==> src/rtl/spi_frame_slave.sv <==
// SPI target for the SD-card controller: oversampled pins, all four SPI modes, CS framing,
// command start-bit hunting and start-token framed receive/transmit data phases.
module spi_frame_slave #(
    parameter int         CMD_BYTES   = 6,
    parameter int         DEPTH       = 64,
    parameter bit         CPOL        = 1'b0,
    parameter bit         CPHA        = 1'b0,
    parameter logic [7:0] START_TOKEN = 8'hFE,
    parameter logic [7:0] IDLE_FILL   = 8'hFF,
    parameter int         ADDR_W      = $clog2(DEPTH)
) (
    input  logic                   clk,
    input  logic                   rst,
    input  logic                   sclk,
    input  logic                   mosi,
    input  logic                   cs_n,
    output logic                   miso,
    output logic [CMD_BYTES*8-1:0] cmd,
    output logic                   cmd_valid,
    input  logic                   start,
    input  logic                   op,
    input  logic [ADDR_W-1:0]      size,
    output logic [ADDR_W-1:0]      buf_addr,
    output logic [7:0]             buf_wdata,
    output logic                   buf_we,
    input  logic [7:0]             buf_rdata,
    output logic                   busy,
    output logic                   done,
    output logic                   abort,
    output logic [2:0]             state_dbg
);

    localparam int CMD_W = CMD_BYTES * 8;
    localparam int CNT_W = (ADDR_W + 1 > $clog2(CMD_BYTES) + 1) ? ADDR_W + 1 : $clog2(CMD_BYTES) + 1;
    localparam logic [CNT_W-1:0] CMD_LAST = CNT_W'(CMD_BYTES - 1);
    localparam logic SAMPLE_RISE = (CPOL == CPHA);

    typedef enum logic [2:0] {
        ST_IDLE = 3'd0,
        ST_CMD  = 3'd1,
        ST_WAIT = 3'd2,
        ST_RX   = 3'd3,
        ST_TX   = 3'd4
    } state_t;

    state_t            state;
    logic [2:0]        sclk_sy;
    logic [1:0]        cs_sy;
    logic [1:0]        mosi_sy;
    logic [2:0]        bit_cnt;
    logic [CNT_W-1:0]  byte_cnt;
    logic [6:0]        rx_sr;
    logic [7:0]        tx_sr;
    logic [CMD_W-1:0]  cmd_sr;
    logic [ADDR_W-1:0] size_r;
    logic              tok;

    logic              cs_s, mosi_s, sclk_rise, sclk_fall, sample_stb, shift_stb, hunting;
    logic [7:0]        rx_byte;
    logic [CMD_W-1:0]  cmd_next;
    logic [CNT_W-1:0]  size_ext, size_end;

    assign cs_s       = cs_sy[1];
    assign mosi_s     = mosi_sy[1];
    assign sclk_rise  = sclk_sy[1] & ~sclk_sy[2];
    assign sclk_fall  = ~sclk_sy[1] & sclk_sy[2];
    assign sample_stb = SAMPLE_RISE ? sclk_rise : sclk_fall;
    assign shift_stb  = SAMPLE_RISE ? sclk_fall : sclk_rise;
    assign hunting    = (state == ST_CMD) && (byte_cnt == '0) && (bit_cnt == 3'd0);
    assign rx_byte    = {rx_sr, mosi_s};
    assign cmd_next   = (cmd_sr << 8) | CMD_W'(rx_byte);
    assign size_ext   = CNT_W'(size_r);
    assign size_end   = size_ext + 1'b1;

    assign miso      = tx_sr[7];
    assign busy      = (state == ST_RX) || (state == ST_TX);
    assign state_dbg = state;

    // start is honoured only in ST_WAIT; cmd_valid, buf_we, done and abort are
    // single-cycle strobes with no backpressure from the controller.
    always_ff @(posedge clk) begin
        if (rst) begin
            state     <= ST_IDLE;
            sclk_sy   <= {3{CPOL}};
            cs_sy     <= 2'b11;
            mosi_sy   <= 2'b00;
            bit_cnt   <= '0;
            byte_cnt  <= '0;
            rx_sr     <= '0;
            tx_sr     <= 8'hFF;
            cmd_sr    <= '0;
            size_r    <= '0;
            tok       <= 1'b0;
            cmd       <= '0;
            cmd_valid <= 1'b0;
            buf_addr  <= '0;
            buf_wdata <= '0;
            buf_we    <= 1'b0;
            done      <= 1'b0;
            abort     <= 1'b0;
        end else begin
            sclk_sy   <= {sclk_sy[1:0], sclk};
            cs_sy     <= {cs_sy[0], cs_n};
            mosi_sy   <= {mosi_sy[0], mosi};
            cmd_valid <= 1'b0;
            buf_we    <= 1'b0;
            done      <= 1'b0;
            abort     <= 1'b0;

            if (cs_s) begin
                if (state == ST_RX || state == ST_TX) abort <= 1'b1;
                state    <= ST_IDLE;
                bit_cnt  <= '0;
                byte_cnt <= '0;
                tok      <= 1'b0;
                tx_sr    <= IDLE_FILL;
            end else if (state == ST_IDLE) begin
                // Loading here presents bit 7 before the first leading edge in CPHA=0.
                state    <= ST_CMD;
                bit_cnt  <= '0;
                byte_cnt <= '0;
                tok      <= 1'b0;
                tx_sr    <= IDLE_FILL;
            end else begin
                if (state == ST_WAIT && start) begin
                    state    <= op ? ST_TX : ST_RX;
                    size_r   <= size;
                    byte_cnt <= '0;
                    tok      <= 1'b0;
                    buf_addr <= '0;
                end

                if (sample_stb && !(hunting && mosi_s)) begin
                    rx_sr   <= rx_byte[6:0];
                    bit_cnt <= bit_cnt + 3'd1;
                    if (bit_cnt == 3'd7) begin
                        case (state)
                            ST_CMD: begin
                                cmd_sr <= cmd_next;
                                if (byte_cnt == CMD_LAST) begin
                                    cmd       <= cmd_next;
                                    cmd_valid <= 1'b1;
                                    state     <= ST_WAIT;
                                    byte_cnt  <= '0;
                                end else begin
                                    byte_cnt <= byte_cnt + 1'b1;
                                end
                            end
                            ST_RX: begin
                                if (!tok) begin
                                    if (rx_byte == START_TOKEN) tok <= 1'b1;
                                end else begin
                                    buf_wdata <= rx_byte;
                                    buf_addr  <= byte_cnt[ADDR_W-1:0];
                                    buf_we    <= 1'b1;
                                    if (byte_cnt == size_ext) begin
                                        done     <= 1'b1;
                                        state    <= ST_CMD;
                                        byte_cnt <= '0;
                                        tok      <= 1'b0;
                                    end else begin
                                        byte_cnt <= byte_cnt + 1'b1;
                                    end
                                end
                            end
                            default: ;
                        endcase
                    end
                end

                // bit_cnt==0 on a shift edge means bit 7 of a fresh byte goes out next.
                if (shift_stb) begin
                    if (bit_cnt == 3'd0) begin
                        if (state == ST_TX && !tok) begin
                            tx_sr <= START_TOKEN;
                            tok   <= 1'b1;
                        end else if (state == ST_TX && byte_cnt != size_end) begin
                            tx_sr    <= buf_rdata;
                            buf_addr <= buf_addr + 1'b1;
                            byte_cnt <= byte_cnt + 1'b1;
                        end else begin
                            tx_sr <= IDLE_FILL;
                        end
                    end else begin
                        tx_sr <= {tx_sr[6:0], 1'b1};
                        if (state == ST_TX && tok && bit_cnt == 3'd7 && byte_cnt == size_end) begin
                            done     <= 1'b1;
                            state    <= ST_CMD;
                            bit_cnt  <= '0;
                            byte_cnt <= '0;
                            tok      <= 1'b0;
                        end
                    end
                end
            end
        end
    end

endmodule

==> config.mk <==
export PLATFORM = sky130hd
export DESIGN_NAME = spi_frame_slave
export DESIGN_NICKNAME = d
export VERILOG_FILES = /design/src/rtl/spi_frame_slave.sv
export SDC_FILE = /design/constraint.sdc
export NUM_CORES = 1
export LEC_CHECK = 0
export ABC_AREA = 1
export BUFFER_PORTS_ARGS = -buffer_cell sky130_fd_sc_hd__buf_2
export CORE_MARGIN = 2
export CORE_UTILIZATION = 51
export DETAILED_ROUTE_END_ITERATION = 8
export GPL_ROUTABILITY_DRIVEN = 0
export PLACE_DENSITY = 0.72
export SLEW_MARGIN = 15
export SYNTH_ARGS = -nofsm -noshare
export SYNTH_HDL_FRONTEND = slang
export SYNTH_SLANG_ARGS = --single-unit
==> constraint.sdc <==
create_clock -name clk -period 1.8 [get_ports clk]
set_input_delay 0.09 -clock clk [delete_from_list [all_inputs] [get_ports clk]]
set_output_delay 0.09 -clock clk [all_outputs]
set_load 0.1 [all_outputs]
==> impl_metrics.ini <==
[critical_path]
crit_path_end = cmd[47]
rr_worst_depth = 14
crit_fanout = 7
path_class = reg2reg
cp.arrival_ns = 2.32
cp_data_required_time_ns = 2.15
cp-end-kind = flip-flop
timing.rr.start = bit_cnt[0]
critPathLaunch = bit_cnt[0]
worstSetupStartpointType = flip-flop
r2r_slack_ns = -0.18
rr_endpoint = cmd[47]

[grt]
grt_pass1_vias = 5683
grt_pass1_wl_um = 27900
antenna_found_initial = 0
grt_max_degree = 94
grt_use_total = 0.267
grt_overflow = 0

[timing]
max_freq_ghz = 0.506
slew_violations = 0
worst_pin_slew_ns = 0.542
finClkSkew_ns = 0.00703
setup_viol = 113
fin_crit_sh = 1.10
post-route-min-period_ns = 1.98
hold_viol_final = 1
slew_headroom = 0.639
fin_hold_ws_ns = -0.0167
rsz0062_at_grt = true
final.setup.worst_slack_ns = -0.178

[cts]
clockBufferDepth = 2
cts_tree = built
clk_pin_slew_worst_paths_ns = 0.06
h-tree-depth = 4
numClockSinks = 148
clock-root-buffer = clkbuf_16
numCtsBuffers = 17
clk_latency_ns = 0.43

[finish]
fin_util = 0.791
n_fill_cell = 740
syn_to_final_growth_pct = 51.1
final_area_um2 = 9500
seq_area_um2 = 2990
multiInputGateArea_um2 = 3700
n_antenna_cell = 0
layout-drive-gt1-share = 0.397
fin_nets = 1080

[yosys]
syn_inst = 872
synth_area_um2 = 6290
synth_edf_count = 0
synth_cell_type_count = 33
synth_warnings = 0
syn-num-nets = 901
seq_area_frac_synth = 0.471
ys_seq_elements = 148
synthArstFlopShare = 0
postSynthAreaPerCell_um2 = 7.21
ys.flop_type = dfxtp_1

[routing]
wl_per_cell_um = 17.6
met3_length_um = 1710
routed.top_layer = met4
wl_um = 21300
drt_iter0_markers = 697
wl_met2_um = 10100
wl_met1_um = 8930
dr.pass1.iters = 5
via_per_inst = 5.58
drtAntennaViolNets = 0
route.detailed.drc = 0
vias = 6752

[power]
ir_worst_vdd_v = 0.000625
power.density_nw_per_um2 = 775
leakage_nw = 4.26

[floorplanning]
start_util = 0.524
placementRows = 40
ios = 92
dieArea_um2 = 13200
die_h_um = 115
die_w_um = 115
coreArea_um2 = 12000

[status]
violations = negative hold slack, negative setup slack
outcome = finished with violations

[job]
cap_violations = 0

[hold_path]
hold_class = in2reg
min_path_cells = 5

[placed_design]
portBuffers = 91
dpl.hpwl_um = 11300
dpl_cell_area_um2 = 7430
## logic make-up after synthesis
group | Yosys count | synth area share
AND/OR/NAND/NOR | 396 | 0.266
flip-flops | 148 | 0.471
AO/OA/AOI/OAI | 187 | 0.151
buffers and inverters | 122 | 0.0812
XOR/XNOR | 11 | 0.0153
adder cells (fa/ha/maj) | 8 | 0.0159
## timing repair
item,CTS,global route
gates resized for setup,25,219
hold buffers,18,0
hold endpoints to repair,20,0
buffers inserted,0,10
cloned,2,11
pin swaps,4,50
endpoints found under the setup margin,71,136
## power by group
group | total [mW] | internal [mW] | switching, mW
logic | 0.216 | 0.0832 | 0.132
clock network | 3.87 | 2.50 | 1.36
registers | 3.29 | 3.28 | 0.00540
total | 7.37 | 5.86 | 1.50
## worst min-delay path by stage
stage,startpoint,endpoint,slack [ns]
floorplan,cs_n,cs_sy[0],0.19
global placement,cs_n,cs_sy[0],0.28
detailed placement,cs_n,cs_sy[0],0.28
CTS,buf_rdata[0],tx_sr[0],0.04
global route,buf_rdata[0],tx_sr[0],0.01
finish,buf_rdata[0],tx_sr[0],-0.02
## metrics by stage
stage	cells	setup TNS (ns)	power, mW	setup slack [ns]
2_1_floorplan	872	-2.06	3.44	-0.0579
6_report	1210	-7.79	7.37	-0.178
3_3_place_gp	1138	-0.214	3.51	-0.0820
4_1_cts	1189	-0.0229	7.34	-0.0136
3_5_place_dp	1138	-0.840	3.51	-0.0534
5_1_grt	1210	-14.39	7.52	-0.244
## sequential cells by signal, summed over array words and instances (netlist names), 2 cells and up
name / flops
bit_cnt: 3
buf_addr: 6
buf_wdata: 8
byte_cnt: 7
cmd: 48
cmd_sr: 40
cs_sy: 2
mosi_sy: 2
rx_sr: 7
sclk_sy: 3
size_r: 6
state_dbg: 3
tx_sr: 8
## routing by layer
metal	up-vias	track usage
li1	3177	-
met1	3161	0.379
met2	351	0.411
met3	63	0.0564
met4	0	0.0779
met5	-	0
## synthesized netlist by cell type (4+ instances only)
cell type / instances / share of area
a21oi_1: 136 / 0.11
buf_2: 11 / 0.0088
buf_6: 4 / 0.0072
clkbuf_1: 17 / 0.010
dfxtp_1: 148 / 0.47
ha_1: 8 / 0.016
inv_1: 77 / 0.046
inv_2: 6 / 0.0036
nand2_1: 236 / 0.14
nand2_2: 5 / 0.0050
nand3_1: 36 / 0.029
nand4_1: 14 / 0.014
nor2_1: 84 / 0.050
nor3_1: 5 / 0.0040
o21ai_0: 47 / 0.037
xor2_1: 8 / 0.011
## cell usage in the layout, fill, tap and decap left out, types with 3 or more instances in the layout
| master | count |
|---|---|
| nand2_4 | 33 |
| o21ai_4 | 3 |
| nand2_2 | 21 |
| clkbuf_8 | 5 |
| dfxtp_2 | 13 |
| xor2_1 | 8 |
| dlygate4sd3_1 | 18 |
| a21oi_1 | 68 |
| nand2_1 | 187 |
| dfxtp_1 | 132 |
| bufinv_16 | 4 |
| inv_2 | 9 |
| nor2_4 | 15 |
| buf_8 | 4 |
| xnor2_1 | 3 |
| buf_6 | 5 |
| ha_4 | 3 |
| o21ai_1 | 6 |
| buf_2 | 90 |
| a21oi_2 | 66 |
| dfxtp_4 | 3 |
| ha_1 | 3 |
| nor2_2 | 15 |
| nand4_1 | 14 |
| nor2_1 | 59 |
| o21ai_2 | 12 |
| inv_4 | 4 |
| buf_4 | 58 |
| nand3_1 | 35 |
| buf_12 | 9 |
| nand3_2 | 3 |
| o21ai_0 | 27 |
| nor3_1 | 5 |
| inv_1 | 69 |
| clkbuf_16 | 26 |
## cell type report
type,instances,share of cell area
tap,147,0.0194
clock inverter,7,0.0150
sequential,148,0.315
clock buffer,24,0.0528
multi-input combinational,604,0.389
inverter,85,0.0359
timing repair buffer,195,0.173
## worst max-delay path, stage by stage (launching register included)
cell and delay (ns):
dfxtp_2 0.35, inv_2 0.07, ha_4 0.17, nand2_4 0.07
inv_4 0.05, nand3_4 0.08, nor2_4 0.05, nor2_4 0.11
nand2_4 0.08, nor2_8 0.21, nand2_8 0.12, clkinv_8 0.12
clkbuf_16 0.18, nand2_2 0.07, a21oi_1 0.17
Power figures use the tool's default switching activity.
